<file path="src/rtl/aes_inv_sbox_pipe.sv">
// aes_inv_sbox_pipe: 4-stage AES InvSubBytes over WIDTH/8 bytes, composite-field GF((2^4)^2) inversion.
// GF(16) = GF(2)[x]/(x^4+x+1); GF(256) = GF(16)[y]/(y^2+y+lambda), lambda = x^3+x^2.
module aes_inv_sbox_pipe #(
  parameter int WIDTH = 16
) (
  input  logic             clk,
  input  logic             rst,
  input  logic             in_valid,
  output logic             in_ready,
  input  logic [WIDTH-1:0] in_data,
  output logic             out_valid,
  input  logic             out_ready,
  output logic [WIDTH-1:0] out_data,
  output logic             busy
);
  localparam int NB = WIDTH / 8;
  localparam int NW = NB * 4;
  localparam logic [3:0] LAM = 4'hC;

  function automatic logic [7:0] gf8_mul(input logic [7:0] a, input logic [7:0] b);
    logic [7:0] p, x;
    p = '0;
    x = a;
    for (int i = 0; i < 8; i++) begin
      if (b[i]) p ^= x;
      x = {x[6:0], 1'b0} ^ (x[7] ? 8'h1b : 8'h00);
    end
    return p;
  endfunction

  function automatic logic [3:0] gf4_mul(input logic [3:0] a, input logic [3:0] b);
    logic [3:0] p, x;
    p = '0;
    x = a;
    for (int i = 0; i < 4; i++) begin
      if (b[i]) p ^= x;
      x = {x[2:0], 1'b0} ^ (x[3] ? 4'h3 : 4'h0);
    end
    return p;
  endfunction

  // a^14 is the inverse for nonzero a and maps 0 to 0
  function automatic logic [3:0] gf4_inv(input logic [3:0] a);
    logic [3:0] a2, a4, a8;
    a2 = gf4_mul(a, a);
    a4 = gf4_mul(a2, a2);
    a8 = gf4_mul(a4, a4);
    return gf4_mul(gf4_mul(a8, a4), a2);
  endfunction

  function automatic logic [7:0] map8(input logic [63:0] cols, input logic [7:0] v);
    logic [7:0] r;
    r = '0;
    for (int i = 0; i < 8; i++) if (v[i]) r ^= cols[8*i +: 8];
    return r;
  endfunction

  function automatic logic [7:0] inv_affine(input logic [7:0] b);
    return {b[6:0], b[7]} ^ {b[4:0], b[7:5]} ^ {b[1:0], b[7:2]} ^ 8'h05;
  endfunction

  // Composite->AES basis: roots X of x^4+x+1 and Y of y^2+y+lambda(X) found inside AES GF(256)
  function automatic logic [63:0] iso_inv_cols();
    logic [7:0] x, y, t, lam, xp;
    logic [63:0] c;
    x = '0;
    y = '0;
    c = '0;
    for (int v = 255; v >= 2; v--) begin
      t = v[7:0];
      if ((gf8_mul(gf8_mul(t, t), gf8_mul(t, t)) ^ t ^ 8'h01) == 8'h00) x = t;
    end
    lam = gf8_mul(gf8_mul(x, x), x) ^ gf8_mul(x, x);
    for (int v = 255; v >= 1; v--) begin
      t = v[7:0];
      if ((gf8_mul(t, t) ^ t ^ lam) == 8'h00) y = t;
    end
    xp = 8'h01;
    for (int i = 0; i < 4; i++) begin
      c[8*i +: 8] = xp;
      c[8*(i+4) +: 8] = gf8_mul(xp, y);
      xp = gf8_mul(xp, x);
    end
    return c;
  endfunction

  function automatic logic [63:0] invert_cols(input logic [63:0] m);
    logic [63:0] a, b, r;
    logic [7:0] t;
    a = m;
    b = '0;
    for (int i = 0; i < 8; i++) b[8*i + i] = 1'b1;
    for (int j = 0; j < 8; j++) begin
      for (int p = j + 1; p < 8; p++) begin
        if (!a[8*j + j] && a[8*p + j]) begin
          t = a[8*j +: 8]; a[8*j +: 8] = a[8*p +: 8]; a[8*p +: 8] = t;
          t = b[8*j +: 8]; b[8*j +: 8] = b[8*p +: 8]; b[8*p +: 8] = t;
        end
      end
      for (int k = 0; k < 8; k++) begin
        if (k != j && a[8*k + j]) begin
          a[8*k +: 8] ^= a[8*j +: 8];
          b[8*k +: 8] ^= b[8*j +: 8];
        end
      end
    end
    r = b;
    return r;
  endfunction

  localparam logic [63:0] INV_ISO = iso_inv_cols();
  localparam logic [63:0] ISO = invert_cols(INV_ISO);

  logic [3:0] v_q, v_d;
  logic [WIDTH-1:0] s1_q, s1_d, s4_q, s4_d;
  logic [NW-1:0] s2_h_q, s2_h_d, s2_l_q, s2_l_d, s2_hl_q, s2_hl_d, s2_hsq_q, s2_hsq_d;
  logic [NW-1:0] s3_h_q, s3_h_d, s3_hl_q, s3_hl_d, s3_di_q, s3_di_d;
  logic en;

  assign en = ~v_q[3] | out_ready;
  assign in_ready = en;
  assign out_valid = v_q[3];
  assign out_data = s4_q;
  assign busy = |v_q;

  always_comb begin
    v_d = en ? {v_q[2:0], in_valid} : v_q;
    s1_d = s1_q;
    s2_h_d = s2_h_q;
    s2_l_d = s2_l_q;
    s2_hl_d = s2_hl_q;
    s2_hsq_d = s2_hsq_q;
    s3_h_d = s3_h_q;
    s3_hl_d = s3_hl_q;
    s3_di_d = s3_di_q;
    s4_d = s4_q;
    for (int k = 0; k < NB; k++) begin
      if (en) begin
        s1_d[8*k +: 8] = map8(ISO, inv_affine(in_data[8*k +: 8]));
        s2_h_d[4*k +: 4] = s1_q[8*k+4 +: 4];
        s2_l_d[4*k +: 4] = s1_q[8*k +: 4];
        s2_hl_d[4*k +: 4] = s1_q[8*k+4 +: 4] ^ s1_q[8*k +: 4];
        s2_hsq_d[4*k +: 4] = gf4_mul(gf4_mul(s1_q[8*k+4 +: 4], s1_q[8*k+4 +: 4]), LAM);
        s3_di_d[4*k +: 4] = gf4_inv(s2_hsq_q[4*k +: 4] ^ gf4_mul(s2_l_q[4*k +: 4], s2_hl_q[4*k +: 4]));
        s3_h_d[4*k +: 4] = s2_h_q[4*k +: 4];
        s3_hl_d[4*k +: 4] = s2_hl_q[4*k +: 4];
        s4_d[8*k +: 8] = map8(INV_ISO, {gf4_mul(s3_h_q[4*k +: 4], s3_di_q[4*k +: 4]),
                                        gf4_mul(s3_hl_q[4*k +: 4], s3_di_q[4*k +: 4])});
      end
    end
  end

  always_ff @(posedge clk or negedge rst) begin
    if (!rst) begin
      v_q <= '0;
      s1_q <= '0;
      s2_h_q <= '0;
      s2_l_q <= '0;
      s2_hl_q <= '0;
      s2_hsq_q <= '0;
      s3_h_q <= '0;
      s3_hl_q <= '0;
      s3_di_q <= '0;
      s4_q <= '0;
    end else begin
      v_q <= v_d;
      s1_q <= s1_d;
      s2_h_q <= s2_h_d;
      s2_l_q <= s2_l_d;
      s2_hl_q <= s2_hl_d;
      s2_hsq_q <= s2_hsq_d;
      s3_h_q <= s3_h_d;
      s3_hl_q <= s3_hl_d;
      s3_di_q <= s3_di_d;
      s4_q <= s4_d;
    end
  end
endmodule

</file>
<file path="config.mk">
export PLATFORM = sky130hd
export DESIGN_NAME = aes_inv_sbox_pipe
export DESIGN_NICKNAME = d
export VERILOG_FILES = /design/src/rtl/aes_inv_sbox_pipe.sv
export SDC_FILE = /design/constraint.sdc
export NUM_CORES = 1
export LEC_CHECK = 0
export ABC_CLOCK_PERIOD_IN_PS = 4100
export CORE_MARGIN = 2
export CORE_UTILIZATION = 30
export CTS_CLUSTER_SIZE = 24
export DETAILED_ROUTE_END_ITERATION = 8
export MAX_ROUTING_LAYER = met4
export PLACE_DENSITY = 0.51
export SYNTH_ARGS = -nofsm -noshare
export SYNTH_HDL_FRONTEND = slang
export SYNTH_SLANG_ARGS = --single-unit
</file>
<file path="constraint.sdc">
create_clock -name clk -period 4.1 [get_ports clk]
set_clock_uncertainty 0.05 [all_clocks]
set_input_delay 0.615 -clock clk [delete_from_list [all_inputs] [get_ports clk]]
set_output_delay 0.615 -clock clk [all_outputs]
set_load 0.01 [all_outputs]
</file>
==> run summary, run 1 <==
The run finished with clean final reports. Clock tree synthesis selected as its root buffer the cell sky130_fd_sc_hd__clkbuf_16. After the last flow step, the layout net total stands at 842.

Fraction of final layout cells with drive strength greater than 1: 0.0683. The number of hold buffers added after cts was 0. For this run, the detailed router's first-pass iteration total came to 6. For the worst setup path, the data required time is 4.29 ns. Clock latency on the worst-skew pair, taken at its later pin, is 0.36 ns.

For this run, the leading register cell type out of synthesis is sky130_fd_sc_hd__dfrtp_1. Summed over all failing endpoints, the final setup total negative slack is 0 ns. For the fraction of the yosys area taken by sequential cells, the log shows 0.339.

The wire length per cell after detailed routing was 12.8 µm; the number of nets produced by synthesis was 845. In the layout the commonest cells are sky130_fd_sc_hd__nand2_1 (194), sky130_fd_sc_hd__xnor2_1 (111), sky130_fd_sc_hd__dfrtp_1 (92), sky130_fd_sc_hd__nor2_1 (55), sky130_fd_sc_hd__o21ai_0 (41). The post-cts sizing count is 0. The tools report the startpoint of the worst register-to-register path as s2_hl_q[3]$_DFFE_PN0P_. The netlist uses 70 different library cells. Setup repair after global routing left no endpoint under its margin. Core area: 22400 µm². The sort of element at the start of the critical path is a register. The critical path starts at s2_hl_q[3]$_DFFE_PN0P_. Counting the buffers created by CTS gives 9. The share of synthesized flip-flops with an asynchronous set or reset was 1.00. At the pin with the least slew margin, the transition time is 0.904 ns.

The logs give 92 for the sink count of the clock tree and 0 for the remaining antenna violation count after routing. The tools report the element type at the critical path end as a register. The die is 154 µm wide.

For the residual DRC count, the log shows 0. Setup violations remaining at the end of the flow were counted as 0. The height of the die was 154 µm. TritonCTS built the clock tree. After routing the design area is 7590 µm². Yosys mapped a number of flops with a built-in enable equal to 0. The run gives 91 as the maximum number of pins on one net before global-route repair. The tools report the number of primary I/O pins as 39. Summing all placed instances gives a cell area of 7310 µm².

OpenSTA, run right after detailed placement, puts the worst setup slack at 0.404 ns. The number of synthesis warnings is 0, and the synthesized area divided by synthesized cell count is 8.29 µm². The number of I/O port buffers is 38. The count of cells along the worst register-to-register path came out at 14. In this run the core area contains 55 standard-cell rows. The starting density of the core is 0.302, and the post-synthesis instance area is 6780 µm².

The congestion estimate from routability-driven global placement came to 0.833. Fill cells in the final layout number 2409. The run gives 4776 as the number of global-route vias before repair.

Endpoint arrival time on the critical path: 3.90 ns. The share of the clock period used by the worst path was 0.905; the initial detailed-routing violation count was 395. The critical path in this run is classified as register to register. The wire-length estimate of the detail-placed layout is 9.69 mm. The global-route usage over all layers was 0.128. 0 antenna diodes ended up in the layout.

The logs give 2 for the number of buffers on the longest clock path and 0.390 ns for the final critical-path setup slack. Worst relative slew slack: 0.397. The worst hold path belongs to the class input port to async pin.

The clock transition at the registers of the reported paths is 0.07 ns, and the buffers inserted during post-CTS setup optimization is 0. After detailed routing, the number of vias per cell comes to 4.67. Counting flops and latches in the post-synthesis netlist gives 92. The die covers 23800 µm².

Relative to the synthesized area, the layout overhead comes to 12.0%. The worst register-to-register path has a setup slack of 0.39 ns. Synthesis handed over a netlist of 818 instances. The highest clock frequency the design can meet is 0.270 GHz.

The critical register-to-register path endpoint is s3_di_q[1]$_DFFE_PN0P_. The total overflow left after global routing is 0. The count of H-tree levels built during CTS was 3; the total count of hold-check failures in the final report was 0. The clock period could shrink to 3.71 ns. Count of final max-slew check failures: 0. After detailed routing, the total wire length is 14.1 mm.

The number of max-cap violations was 0; the number of antenna violations at the first check in global routing was 0. Detailed routing inserted a total of 5162 vias. Leaving out fill and tap cells, the most frequent cell in the layout is sky130_fd_sc_hd__nand2_1. Maximum fanout encountered on the critical timing path: 12. The first-pass GRT wire length is 24.2 mm.
-- cell families (layout without fill, tap and decap cells) --
group                    Yosys count  in the layout  share of synthesized area
XOR/XNOR                         160            160                      0.221
AO/OA/AOI/OAI                    156            156                      0.150
AND/OR/NAND/NOR                  296            296                      0.184
adder cells (fa/ha/maj)            8              8                     0.0144
buffers and inverters             82             84                     0.0537
multiplexers                      24             24                     0.0369
flip-flops                        92             92                      0.339
-- cells in the mapped netlist (4+ instances only) --
library cell / n / share of area
sky130_fd_sc_hd__o21ai_1: 11 / 0.0081
sky130_fd_sc_hd__xnor2_1: 111 / 0.14
sky130_fd_sc_hd__o21ai_0: 41 / 0.030
sky130_fd_sc_hd__a22oi_1: 13 / 0.014
sky130_fd_sc_hd__a21oi_1: 30 / 0.022
sky130_fd_sc_hd__buf_2: 15 / 0.011
sky130_fd_sc_hd__nor2b_1: 5 / 0.0046
sky130_fd_sc_hd__xnor3_1: 4 / 0.013
sky130_fd_sc_hd__dfrtp_1: 92 / 0.34
sky130_fd_sc_hd__nor2_1: 55 / 0.030
sky130_fd_sc_hd__nand2_1: 194 / 0.11
sky130_fd_sc_hd__o211ai_1: 4 / 0.0044
sky130_fd_sc_hd__nand3_1: 8 / 0.0059
sky130_fd_sc_hd__xor2_1: 39 / 0.050
sky130_fd_sc_hd__inv_1: 16 / 0.0089
sky130_fd_sc_hd__buf_1: 4 / 0.0022
sky130_fd_sc_hd__nor3_1: 9 / 0.0066
sky130_fd_sc_hd__o22ai_1: 11 / 0.010
sky130_fd_sc_hd__nand2b_1: 8 / 0.0074
sky130_fd_sc_hd__mux2_2: 8 / 0.013
sky130_fd_sc_hd__clkbuf_1: 36 / 0.020
sky130_fd_sc_hd__mux2i_1: 16 / 0.024
sky130_fd_sc_hd__o31ai_1: 5 / 0.0055
sky130_fd_sc_hd__ha_1: 7 / 0.013
sky130_fd_sc_hd__buf_4: 6 / 0.0066
sky130_fd_sc_hd__a31oi_1: 5 / 0.0046
-- area by class of cell --
| type | instances | area, µm² | area share |
|---|---|---|---|
| clock buffer | 11 | 243 | 0.0320 |
| clock inverter | 5 | 36.3 | 0.00478 |
| inverter | 19 | 71.3 | 0.00939 |
| multi-input combinational | 644 | 4120 | 0.543 |
| sequential | 92 | 2300 | 0.303 |
| tap | 285 | 357 | 0.0470 |
| timing repair buffer | 49 | 460 | 0.0606 |
-- worst max-delay path, stage by stage (launching register included) --
cell and delay, ns:
sky130_fd_sc_hd__dfrtp_1 0.55, sky130_fd_sc_hd__nor2b_4 0.21, sky130_fd_sc_hd__o22ai_1 0.09, sky130_fd_sc_hd__or3_4 0.41
sky130_fd_sc_hd__a21bo_2 0.26, sky130_fd_sc_hd__and2_4 0.21, sky130_fd_sc_hd__xnor3_1 0.36, sky130_fd_sc_hd__xnor2_1 0.16
sky130_fd_sc_hd__ha_1 0.29, sky130_fd_sc_hd__inv_1 0.17, sky130_fd_sc_hd__nand2_1 0.14, sky130_fd_sc_hd__a21oi_1 0.05
sky130_fd_sc_hd__a221o_1 0.30, sky130_fd_sc_hd__a221oi_2 0.23, sky130_fd_sc_hd__o31ai_1 0.09
-- metrics by stage --
stage                     cells   util  hold WS (ns)
final                      1105  0.338         0.216
after floorplan             818      -         0.269
after global placement     1089  0.326         0.399
after detailed placement   1089  0.326         0.407
after CTS                  1105  0.338         0.246
after global routing       1105  0.338         0.268
-- per-layer routing --
metal | vias to the layer above | share of wire | GRT usage
met3 | 17 | 0.032 | 0.0272
met5 | - | 0 | -
met1 | 2357 | 0.53 | 0.182
met2 | 71 | 0.42 | 0.181
li1 | 2717 | - | -
met4 | 0 | 0.014 | 0.0370
-- worst max-delay path by stage --
stage	to	slack, ns	cells after the start
global placement	s3_di_q[1]$_DFFE_PN0P_	0.46	14
global route	s3_di_q[1]$_DFFE_PN0P_	0.05	14
detailed placement	s3_di_q[1]$_DFFE_PN0P_	0.40	14
floorplan	s3_di_q[1]$_DFFE_PN0P_	0.70	15
CTS	s3_di_q[1]$_DFFE_PN0P_	0.37	14
finish	s3_di_q[1]$_DFFE_PN0P_	0.39	14
-- sequential cells by signal, indices dropped and copies added, names as in the netlist --
signal and flops:
out_data 16, s1_q 16, s2_h_q 8, s2_hl_q 8, s2_hsq_q 8, s2_l_q 8, s3_di_q 8, s3_h_q 8
s3_hl_q 8, v_q 4
Power of run 1 is not shown: default switching activity piles up to over one toggle a cycle in this logic, so the estimate is an artifact.
==> run 2, diff against run 1 <==
--- a/config.mk
+++ b/config.mk
@@ -6,7 +6,7 @@
 export NUM_CORES = 1
 export LEC_CHECK = 0
 export ABC_CLOCK_PERIOD_IN_PS = 4100
-export CORE_MARGIN = 2
+export CORE_MARGIN = 4
 export CORE_UTILIZATION = 30
 export CTS_CLUSTER_SIZE = 24
 export DETAILED_ROUTE_END_ITERATION = 8
==> run summary, run 2 (same netlist as run 1, synthesis figures left out) <==
Number of I/O port buffers: 38 (unchanged). The tools report the first-pass GRT wire length as 24.1 mm (-0.48%). The clock transition at the registers of the reported paths is 0.07 ns (about the same). The leading cell type in the layout, fill and taps excluded was sky130_fd_sc_hd__nand2_1. The logs give 0 (unchanged) for the count of final max-slew check failures and 3.87 ns (-0.03 ns) for the endpoint arrival time on the critical path.

The remaining antenna violation count after routing was 0 (unchanged). The worst relative slew slack is 0.405 (+0.00824). The tools report the maximum number of pins on one net before global-route repair as 91 (unchanged). From synthesis to final layout, the design area changed by 12.2%.

The transition at the pin with the smallest max-transition slack was 0.892 ns (-0.0124 ns). The worst setup path is captured at a register. The run gives 4 (-2) as the first-pass iteration count of the detailed router.

The number of global-route vias before repair is 4789 (+0.27%). The worst hold path belongs to the class input port to async pin. The wire length per cell after detailed routing works out to 12.9 µm (+0.86%). The logs give 842 (unchanged) for the number of nets in the layout and 14.2 mm (+0.31%) for the wire length reported by the detailed router.

The maximum fanout encountered on the critical timing path was 9 (-3). Setup repair after global routing left no endpoint under its margin. The tree is rooted in a sky130_fd_sc_hd__clkbuf_16.

For the final critical-path setup slack, the log shows 0.405 ns (+0.0146 ns). The sort of element at the start of the critical path was a register. The fraction of final layout cells with drive strength greater than 1 is 0.0696 (+0.00130). The detailed-route vias per instance is 4.72 (+0.95%), and the number of setup violations in the final report is 0 (unchanged). TritonCTS built the clock tree. The setup TNS came out at 0 ns (unchanged). The logs give 0 (unchanged) for the total count of hold-check failures in the final report and 39 (unchanged) for the number of primary I/O pins. The core area is 22000 µm² (-1.8%).

The required time at the worst-slack endpoint came out at 4.28 ns (about the same). Leaving out fill and tap cells, the most frequent cells in the layout are sky130_fd_sc_hd__nand2_1 (194), sky130_fd_sc_hd__xnor2_1 (111), sky130_fd_sc_hd__dfrtp_1 (91), sky130_fd_sc_hd__nor2_1 (55), sky130_fd_sc_hd__o21ai_0 (41). The tools report the worst slack after detailed placement as 0.363 ns (-0.0409 ns). The count of H-tree levels built during CTS is 3 (unchanged), and the share of the clock period used by the worst path is 0.901 (-0.00355). The logs give 25100 µm² (+5.2%) for the area of the die and 0 (unchanged) for the total inserted antenna cells. The critical path start-end classification is register to register. The number of antenna violations at the first check in global routing is 0 (unchanged), and the starting density of the core is 0.308 (+0.00560). For the final global-route overflow total, the log shows 0 (unchanged). The run gives 0 (unchanged) as the residual DRC count. The total number of placement rows was 54 (-1.8%); the width of the die was 158 µm (+2.6%). The weighted congestion reported at the end of routability-driven placement came out at 0.825 (-0.92%).

The sum of net half-perimeters after detailed placement was 9.88 mm (+2.0%); the initial detailed-routing violation count was 332 (-16%). The tools report the number of buffers on the longest clock path as 2 (unchanged). The height of the die came out at 158 µm (+2.6%). The number of buffers inserted during clock tree synthesis was 9 (unchanged).

The run finished with clean final reports. For the later-pin clock latency in the skew report, the log shows 0.35 ns (about the same). The number of max-cap violations came out at 0 (unchanged).

The sink count of the clock tree came out at 92 (unchanged). For the highest clock frequency the design can meet, the log shows 0.271 GHz (+0.39%). The total vias in the final route was 5183 (+0.41%); the final critical path time including I/O delays and setup was 3.70 ns (-0.0146 ns). The tools report the number of hold buffers added after cts as 0 (unchanged). The global-route usage over all layers came out at 0.120 (-0.00717).
==> run 2: final cells by class <==
cell class	instances	area, µm²
clock buffers	9	225
clock inverters	6	72.6
fillers	2381	14400
inverters	19	71.3
multi-input cells	644	4120
flip-flops and latches	92	2300
well taps	280	350
repair buffers	49	460
==> run 2: path summary, 6_finish.rpt <==
path                                     startpoint                       end  slack, ns  cells past startpoint
setup / recovery              s2_l_q[2]$_DFFE_PN0P_    s3_di_q[1]$_DFFE_PN0P_       0.40                     14
hold / removal                                  rst    s3_di_q[3]$_DFFE_PN0P_       0.24                      1
setup reg to reg              s2_l_q[2]$_DFFE_PN0P_    s3_di_q[1]$_DFFE_PN0P_       0.40                     14
hold reg to reg            out_data[15]$_DFFE_PN0P_  out_data[15]$_DFFE_PN0P_       0.42                      2
max in group asynchronous                       rst     s2_h_q[2]$_DFFE_PN0P_       2.98                      2
min in group clk           out_data[15]$_DFFE_PN0P_  out_data[15]$_DFFE_PN0P_       0.42                      2
==> run 2: critical path: stages (launching register included) <==
cell,delay (ns)
sky130_fd_sc_hd__dfrtp_1,0.51
sky130_fd_sc_hd__nor2b_4,0.15
sky130_fd_sc_hd__nor3b_1,0.28
sky130_fd_sc_hd__o21ai_1,0.20
sky130_fd_sc_hd__a21bo_2,0.30
sky130_fd_sc_hd__and2_4,0.21
sky130_fd_sc_hd__xnor3_1,0.37
sky130_fd_sc_hd__xnor2_1,0.16
sky130_fd_sc_hd__ha_1,0.31
sky130_fd_sc_hd__inv_1,0.19
sky130_fd_sc_hd__nand2_1,0.13
sky130_fd_sc_hd__a21oi_1,0.05
sky130_fd_sc_hd__a221o_1,0.31
sky130_fd_sc_hd__a221oi_2,0.25
sky130_fd_sc_hd__o31ai_1,0.09
==> run 2: routing by layer <==
| metal | up-vias | wire (µm) | global-route usage |
|---|---|---|---|
| met4 | 0 | 139 | 0.0280 |
| met2 | 73 | 5980 | 0.173 |
| met1 | 2392 | 7600 | 0.174 |
| li1 | 2710 | - | - |
| met5 | - | 0 | - |
| met3 | 8 | 453 | 0.0256 |
==> run 2: metrics by stage <==
stage,utilization,hold slack (ns),area [µm²],instances
finish,0.345,0.235,7610,1099
global route,0.345,0.289,7610,1099
CTS,0.345,0.259,7610,1099
detailed placement,0.332,0.407,7310,1084
global placement,0.332,0.399,7310,1084
floorplan,-,0.269,6780,818
==> run 2: timing repair <==
item                       4_1_cts  5_1_grt
setup endpoints to repair        0        1
resized for setup                0        1
buffers inserted                 0        0
Power of run 2 is left out for the same reason.
==> run 3, diff against run 2 <==
--- a/config.mk
+++ b/config.mk
@@ -6,12 +6,13 @@
 export NUM_CORES = 1
 export LEC_CHECK = 0
 export ABC_CLOCK_PERIOD_IN_PS = 4100
+export CAP_MARGIN = 25
 export CORE_MARGIN = 4
-export CORE_UTILIZATION = 30
+export CORE_UTILIZATION = 60
 export CTS_CLUSTER_SIZE = 24
 export DETAILED_ROUTE_END_ITERATION = 8
 export MAX_ROUTING_LAYER = met4
-export PLACE_DENSITY = 0.51
+export PLACE_DENSITY = 0.85
 export SYNTH_ARGS = -nofsm -noshare
 export SYNTH_HDL_FRONTEND = slang
 export SYNTH_SLANG_ARGS = --single-unit
==> run summary, run 3 (same netlist as run 1, synthesis figures left out) <==
The run finished with clean final reports. The number of buffers on the longest clock path is 2 (unchanged), and the final critical path time including I/O delays and setup is 3.73 ns (+0.0316 ns). From synthesis to final layout, the design area changed by 9.59%. The library cell used most frequently in the layout, excluding fill and tap cells, is sky130_fd_sc_hd__nand2_1. In this run the critical register-to-register path is captured at s3_di_q[1]$_DFFE_PN0P_. The run gives 13100 µm² (-48%) as the area of the die. Total inserted antenna cells: 0 (unchanged). The tree is rooted in a sky130_fd_sc_hd__clkbuf_16. The share of the clock period used by the worst path was 0.909 (+0.00770).

The logs give 0 (unchanged) for the total count of hold-check failures in the final report and 9.46 mm (-4.2%) for the sum of net half-perimeters after detailed placement. The logs give 0 (unchanged) for the number of max-cap violations and 7 (+3) for the first-pass iteration count of the detailed router. The post-cts sizing count is 0 (unchanged), and the wire length per cell after detailed routing is 14.7 µm (+14%). The maximum fanout encountered on the critical timing path was 12 (+3). The width of the die works out to 114 µm (-28%). The logs give 0 (unchanged) for the remaining antenna violation count after routing and 10900 µm² (-50%) for the core area. The wire length reported by the detailed router was 14.0 mm (-0.98%); the maximum number of pins on one net before global-route repair was 91 (unchanged). The count of final max-slew check failures is 0 (unchanged), and the count of cells along the worst register-to-register path is 14 (unchanged).

The number of buffers inserted during clock tree synthesis was 9 (unchanged); the setup TNS was 0 ns (unchanged). The detailed-route vias per instance was 5.81 (+23%). The library cells used most frequently in the layout, excluding fill and tap cells, are sky130_fd_sc_hd__nand2_1 (194), sky130_fd_sc_hd__xnor2_1 (111), sky130_fd_sc_hd__dfrtp_1 (92), sky130_fd_sc_hd__nor2_1 (55), sky130_fd_sc_hd__o21ai_0 (41). The number of antenna violations at the first check in global routing was 0 (unchanged). Setup repair after global routing left no endpoint under its margin. The run gives 0.428 (+0.0221) as the worst relative slew slack. TritonCTS built the clock tree. The height of the die works out to 114 µm (-28%).

The logs give 38 (-30%) for the total number of placement rows and 0 (unchanged) for the buffers inserted during post-CTS setup optimization. Endpoint arrival time on the critical path: 3.90 ns (+0.03 ns). The transition at the pin with the smallest max-transition slack was 0.859 ns (-0.0332 ns); the finished layout cell area was 7430 µm² (-2.3%). The run gives 838 (-0.48%) as the number of nets in the layout.

The number of filler instances in the final layout was 882 (-63%). The tools report the sink count of the clock tree as 92 (unchanged). The fraction of final layout cells with drive strength greater than 1 came out at 0.0650 (-0.00465). In this run the critical register-to-register path is launched from s2_hl_q[3]$_DFFE_PN0P_. STA classifies the critical path endpoint as a register.

The weighted congestion reported at the end of routability-driven placement came out at 0.914 (+11%). The highest clock frequency the design can meet is 0.268 GHz (-0.85%), and the number of I/O port buffers is 38 (unchanged). The starting density of the core was 0.620 (+0.312); the required time at the worst-slack endpoint was 4.27 ns (about the same).

The global-route usage over all layers was 0.227 (+0.107). Sort of element at the start of the critical path: a register. The run gives 0 (unchanged) as the number of hold buffers added after cts. Residual DRC count: 0 (unchanged). The worst setup slack for register-to-register paths was 0.37 ns (-0.03 ns).

The logs give 0 (unchanged) for the final global-route overflow total and 0.34 ns (about the same) for the later-pin clock latency in the skew report. The area used by multi-input combinational logic is 4120 µm² (unchanged), and the initial detailed-routing violation count is 477 (+44%). The run gives 0 (unchanged) as the number of setup violations in the final report. The worst setup path is of the register to register kind.

The path class of the tightest hold or removal check is input port to async pin. The tools report the total vias in the final route as 5555 (+7.2%). Number of global-route vias before repair: 5216 (+8.9%). The end point of the critical path was s3_di_q[1]$_DFFE_PN0P_. The clock transition at the registers of the reported paths is 0.07 ns (about the same). The combined flip-flop and latch cell area is 2300 µm² (about the same), and the number of primary I/O pins is 39 (unchanged).

The tools report the placement-stage cell area as 7100 µm² (-2.8%). The worst setup path startpoint was s2_hl_q[3]$_DFFE_PN0P_. The count of H-tree levels built during CTS is 3 (unchanged). For the first-pass GRT wire length, the log shows 24.1 mm (-0.26%).
==> run 3: worst min-delay path by stage <==
stage	startpoint	end	slack, ns	cells past startpoint
final	rst	out_data[0]$_DFFE_PN0P_	0.31	1
after global routing	rst	out_data[7]$_DFFE_PN0P_	0.42	1
after CTS	rst	out_data[0]$_DFFE_PN0P_	0.37	1
after detailed placement	s2_h_q[4]$_DFFE_PN0P_	s2_h_q[4]$_DFFE_PN0P_	0.41	2
after global placement	s2_h_q[4]$_DFFE_PN0P_	s2_h_q[4]$_DFFE_PN0P_	0.40	2
after floorplan	rst	out_data[0]$_DFFE_PN0P_	0.27	0
==> run 3: critical path, stage by stage, from the launching register on <==
cell                       delay, ns
sky130_fd_sc_hd__dfrtp_1        0.55
sky130_fd_sc_hd__nor2b_4        0.21
sky130_fd_sc_hd__nor3b_1        0.27
sky130_fd_sc_hd__o21ai_1        0.20
sky130_fd_sc_hd__a21bo_2        0.31
sky130_fd_sc_hd__and2_4         0.21
sky130_fd_sc_hd__xnor3_1        0.37
sky130_fd_sc_hd__xnor2_1        0.16
sky130_fd_sc_hd__ha_1           0.30
sky130_fd_sc_hd__inv_1          0.17
sky130_fd_sc_hd__nand2_1        0.13
sky130_fd_sc_hd__a21oi_1        0.05
sky130_fd_sc_hd__a221o_1        0.31
sky130_fd_sc_hd__a221oi_2       0.24
sky130_fd_sc_hd__o31ai_1        0.08
==> run 3: cell type report <==
cell class / count / area share
multi-input cells: 644 / 0.555
inverters: 19 / 0.00959
flip-flops and latches: 92 / 0.310
clock inverters: 7 / 0.0141
well taps: 140 / 0.0236
clock buffers: 9 / 0.0303
repair buffers: 45 / 0.0579
==> run 3: per-stage QoR <==
step                      utilization  worst slack, ns  instances  hold slack (ns)
after floorplan                     -            0.701        818            0.269
after global placement          0.650            0.555        940            0.403
after detailed placement        0.650            0.435        940            0.406
after CTS                       0.680            0.421        956            0.369
after global routing            0.680            0.183        956            0.418
final                           0.680            0.373        956            0.312
==> run 3: layer usage <==
metal,GRT usage,share of wire
met1,0.286,0.44
met4,0.0594,0.012
met5,-,0
met2,0.389,0.50
met3,0.0275,0.048
Power of run 3 is left out for the same reason.
==> variant 1: new RTL, settings of run 1 <==
Set the parameter `WIDTH` to 32 (it was 16).
--- a/src/rtl/aes_inv_sbox_pipe.sv
+++ b/src/rtl/aes_inv_sbox_pipe.sv
@@ -2,5 +2,5 @@
 // GF(16) = GF(2)[x]/(x^4+x+1); GF(256) = GF(16)[y]/(y^2+y+lambda), lambda = x^3+x^2.
 module aes_inv_sbox_pipe #(
-  parameter int WIDTH = 16
+  parameter int WIDTH = 32
 ) (
   input  logic             clk,
Ports: changed (resized in_data and out_data); port bits go from 39 to 71. No check against the original RTL was run, so the function may have changed too.
==> variant 1 against run 1 <==
  * Wire length rose by 100%
  * Fmax shrank 1.9%
  * Sequential cell count is 88 higher
  * Design area grew 95%
  * Critical path type unchanged
  * Final cell count increased by 99%
  * Setup slack lost 0.074 ns
  * Synthesized area grew 95%
Power is not shown: default switching activity piles up to over one toggle a cycle in this logic, so the estimate is an artifact.
==> variant 1: results (changes against run 1) <==
* Status: completed
* Crit. Startpoint: s2_hl_q[6]$_DFFE_PN0P_
* RePlAce Congestion at 0.818 (-1.8%)
* Top post-synthesis cells by area: dfrtp_1 (34%), xnor2_1 (15%), nand2_1 (10%)
* Flop2flop setup slack at 0.32 ns (-0.07 ns)
* Port buffer count at 70 (+84%)
* Max_slew headroom at 32.4% (-7.4 points)
* DP HPWL at 19700 um (+100%)
* Synth Net Count at 1666 (+97%)
* Area post-placement at 0.0143 mm2 (+95%)
* Post-synthesis sequential area ratio at 34.1% (+0.15 points)
* Clock latency on the worst-skew pair at 0.44 ns (+0.08 ns)
* First-pass DRT Iterations at 5 (-1)
* TritonCTS buffer count at 17 (+8)
* Layout cell share with drive strength beyond 1 at 6.22% (-0.61 points)
* Mapped Cells at 1617 (+98%)
* CP endpoint: s3_di_q[5]$_DFFE_PN0P_
* Largest net degree at the start of global routing at 192 (+110%)
* CTS H-tree lvls at 4 (+1)
* Overall routing resource usage at 13.5% (+0.71 points)
* Final Routed Wirelength at 28400 um (+100%)
* Fmax at 264 MHz (-1.9%)
* DR WL met3 at 536 um (+18%)
* First-pass GRT wire length at 49000 um (+100%)
* Arr. time, crit path at 4.07 ns (+0.17 ns)
* Top Family by Delay on Critical Path: XOR/XNOR gates
* R2r worst-path depth at 12 (-2)
* Non-Filler Instances at 2194 (+99%)
* Met1 wire length at 14300 um (+90%)
* GRT met3 Usage at 1.68% (-1.0 points)
* Most instantiated cells after synthesis: nand2_1 (365), xnor2_1 (232), dfrtp_1 (180)
* Via density at 4.66 (-0.21%)
* Post-synth cell types at 79 (+13%)
* Pre-CTS WS at 0.331 ns (-0.0732 ns)
* GR met1 Demand/Resource at 17.9% (-0.34 points)
[variant 1: cell count changes in the layout (fill, tap and decap cells not counted), sizes merged, moves of 32 or more]
cell           delta
clkdlybuf4s50    +32
xor2             +57
xnor2           +121
dfrtp            +88
a21oi            +43
nor2             +73
nand2           +171
o21ai            +48
[variant 1: kinds of logic (layout without fill, tap and decap cells)]
family | after synthesis | after routing | synth area share [%]
buffers and inverters | 158 | 150 | 4.97
multiplexers | 44 | 44 | 3.52
AO/OA/AOI/OAI | 291 | 291 | 13.8
adder cells (fa/ha/maj) | 17 | 17 | 1.54
XOR/XNOR | 338 | 338 | 23.4
flip-flops | 180 | 180 | 34.1
AND/OR/NAND/NOR | 589 | 589 | 18.6
[variant 1: area by class of cell]
class,count,area [um2]
Clock inverter,15,145
Tap cell,585,732
Clock buffer,17,425
Fill cell,4548,28400
Sequential cell,180,4500
Multi-Input combinational cell,1279,8060
Timing Repair Buffer,86,850
Inverter,32,125
==> variant 2: new RTL, settings of run 1 <==
Made on the original files. `v_q`, `s1_q` and `s4_q` no longer have a reset.
--- a/src/rtl/aes_inv_sbox_pipe.sv
+++ b/src/rtl/aes_inv_sbox_pipe.sv
@@ -153,6 +153,4 @@
   always_ff @(posedge clk or negedge rst) begin
     if (!rst) begin
-      v_q <= '0;
-      s1_q <= '0;
       s2_h_q <= '0;
       s2_l_q <= '0;
@@ -162,8 +160,5 @@
       s3_hl_q <= '0;
       s3_di_q <= '0;
-      s4_q <= '0;
     end else begin
-      v_q <= v_d;
-      s1_q <= s1_d;
       s2_h_q <= s2_h_d;
       s2_l_q <= s2_l_d;
@@ -173,6 +168,11 @@
       s3_hl_q <= s3_hl_d;
       s3_di_q <= s3_di_d;
-      s4_q <= s4_d;
     end
+  end
+
+  always_ff @(posedge clk) begin
+    v_q  <= v_d;
+    s1_q <= s1_d;
+    s4_q <= s4_d;
   end
 endmodule
Function: changed (Yosys sat finds a counterexample within 4 cycles, from zero or initial values and one cycle with rst low).
==> variant 2 against run 1 <==
  * Wire length fell by 9.0%
  * Sequential cell count unchanged
  * First-iteration DRC count fell by 27%
  * Critical path type unchanged
  * Synthesized area is 2.3% lower
  * Die area decreased by 2.3%
  * Worst hold slack better by 0.060 ns
  * Setup slack worse by 0.068 ns
  * Sequential share of layout area rose by 2.9 points
  * Final cell count fell by 6.9%
  * Design area is 1.4% lower
Power is left out: the tool's default activity adds up to more than one toggle a clock period on the data nets, which glitch-free logic cannot reach.
==> variant 2: results (changes against run 1) <==
* CP Max Fanout at 10 (-2)
* Arr. time, crit path at 3.97 ns (+0.07 ns)
* Final Hold Viols at 0 (unchanged)
* Vias in the first global route at 4514 (-5.5%)
* Post-synthesis sequential area ratio at 37.5% (+3.5 points)
* R2r worst-path depth at 11 (-3)
* Layout cell share with drive strength beyond 1 at 6.94% (+0.11 points)
* Post-synth EDFFs at 36 (+36)
* Area post-placement at 0.00718 mm2 (-1.8%)
* Mux share of post-synthesis cell area at 3.80% (+0.11 points)
* Largest net degree at the start of global routing at 58 (-36%)
* RePlAce Congestion at 0.794 (-4.7%)
* Top post-synthesis cells by area: dfrtp_1 (21%), edfxtp_1 (16%), xnor2_1 (13%)
* Via density at 4.67 (about the same)
* Actual slew at the worst max-slew pin at 0.990 ns (+0.0861 ns)
* 1st-iter DRT viols at 289 (-27%)
* Synth Net Count at 769 (-9.0%)
* GRT met3 Usage at 2.47% (-0.24 points)
* First-pass DRT Iterations at 4 (-2)
* Flop2flop setup slack at 0.32 ns (-0.07 ns)
* Overall routing resource usage at 11.8% (-0.97 points)
* Post-synthesis xor/xnor area fraction at 22.3% (+0.19 points)
* Maximum buffer depth of the clock tree at 2 (unchanged)
* Synth Area in Adders at 1.47% (+0.034 points)
* Status: completed
* Compound-gate portion of the synthesized area at 13.6% (-1.4 points)
* FFs w/ async S/R, synth at 60.9% (-39 points)
* DP HPWL at 9050 um (-6.5%)
* RR Endpoint: s3_di_q[3]$_DFFE_PN0P_
* Synth Warn # at 0 (unchanged)
* Most instantiated cells after synthesis: nand2_1 (163), xnor2_1 (97), dfrtp_1 (56), xor2_1 (56)
* Final Routed Wirelength at 12900 um (-9.0%)
* Worst hold slack at 0.277 ns (+0.0604 ns)
* GR met1 Demand/Resource at 17.1% (-1.1 points)
* First-pass GRT wire length at 22700 um (-6.6%)
* RR Startpoint: s2_l_q[2]$_DFFE_PN0P_
* Max incr delay on CP at 0.47 ns (-0.08 ns)
* Met2 usage at 16.6% (-1.5 points)
* Post-synth cell types at 67 (-4.3%)
* Fill count at 2299 (-4.6%)
* CP endpoint: s3_di_q[3]$_DFFE_PN0P_
[variant 2: final cells by class]
cell class | count | area, um2 | area share (%)
multi-input combinational | 578 | 3840 | 51.4
inverter | 16 | 61.3 | 0.819
clock buffer | 10 | 229 | 3.06
sequential | 92 | 2480 | 33.2
clock inverter | 6 | 72.6 | 0.970
tap | 280 | 350 | 4.68
timing repair buffer | 47 | 443 | 5.92
[variant 2: metrics by stage]
stage	utilization [%]	setup slack [ns]	std cells
detailed placement	33.0	0.394	1013
global placement	33.0	0.458	1013
floorplan	-	0.598	742
global route	34.4	0.0524	1029
finish	34.4	0.322	1029
CTS	34.4	0.367	1029
[variant 2: cell families (layout without fill, tap and decap cells)]
family	count (synthesis)	in the layout
XOR/XNOR	160	160
AO/OA/AOI/OAI	130	130
adder cells (fa/ha/maj)	8	8
flip-flops	92	92
multiplexers	24	24
AND/OR/NAND/NOR	256	256
buffers and inverters	72	79
[variant 2: critical path, delay by kind of cell, from the launching register on]
kind / cells / cell delay, ns
fa+ha+maj: 1 / 0.46
simple gates: 4 / 1.02
xor+xnor: 2 / 0.54
flops: 1 / 0.47
compound gates: 4 / 1.13
[variant 2: routing by layer]
| layer | vias to the layer above | wire length, um |
|---|---|---|
| met1 | 2189 | 6850 |
| met2 | 80 | 5380 |
| met4 | 0 | 145 |
| met3 | 10 | 484 |
| met5 | - | 0 |
| li1 | 2527 | - |
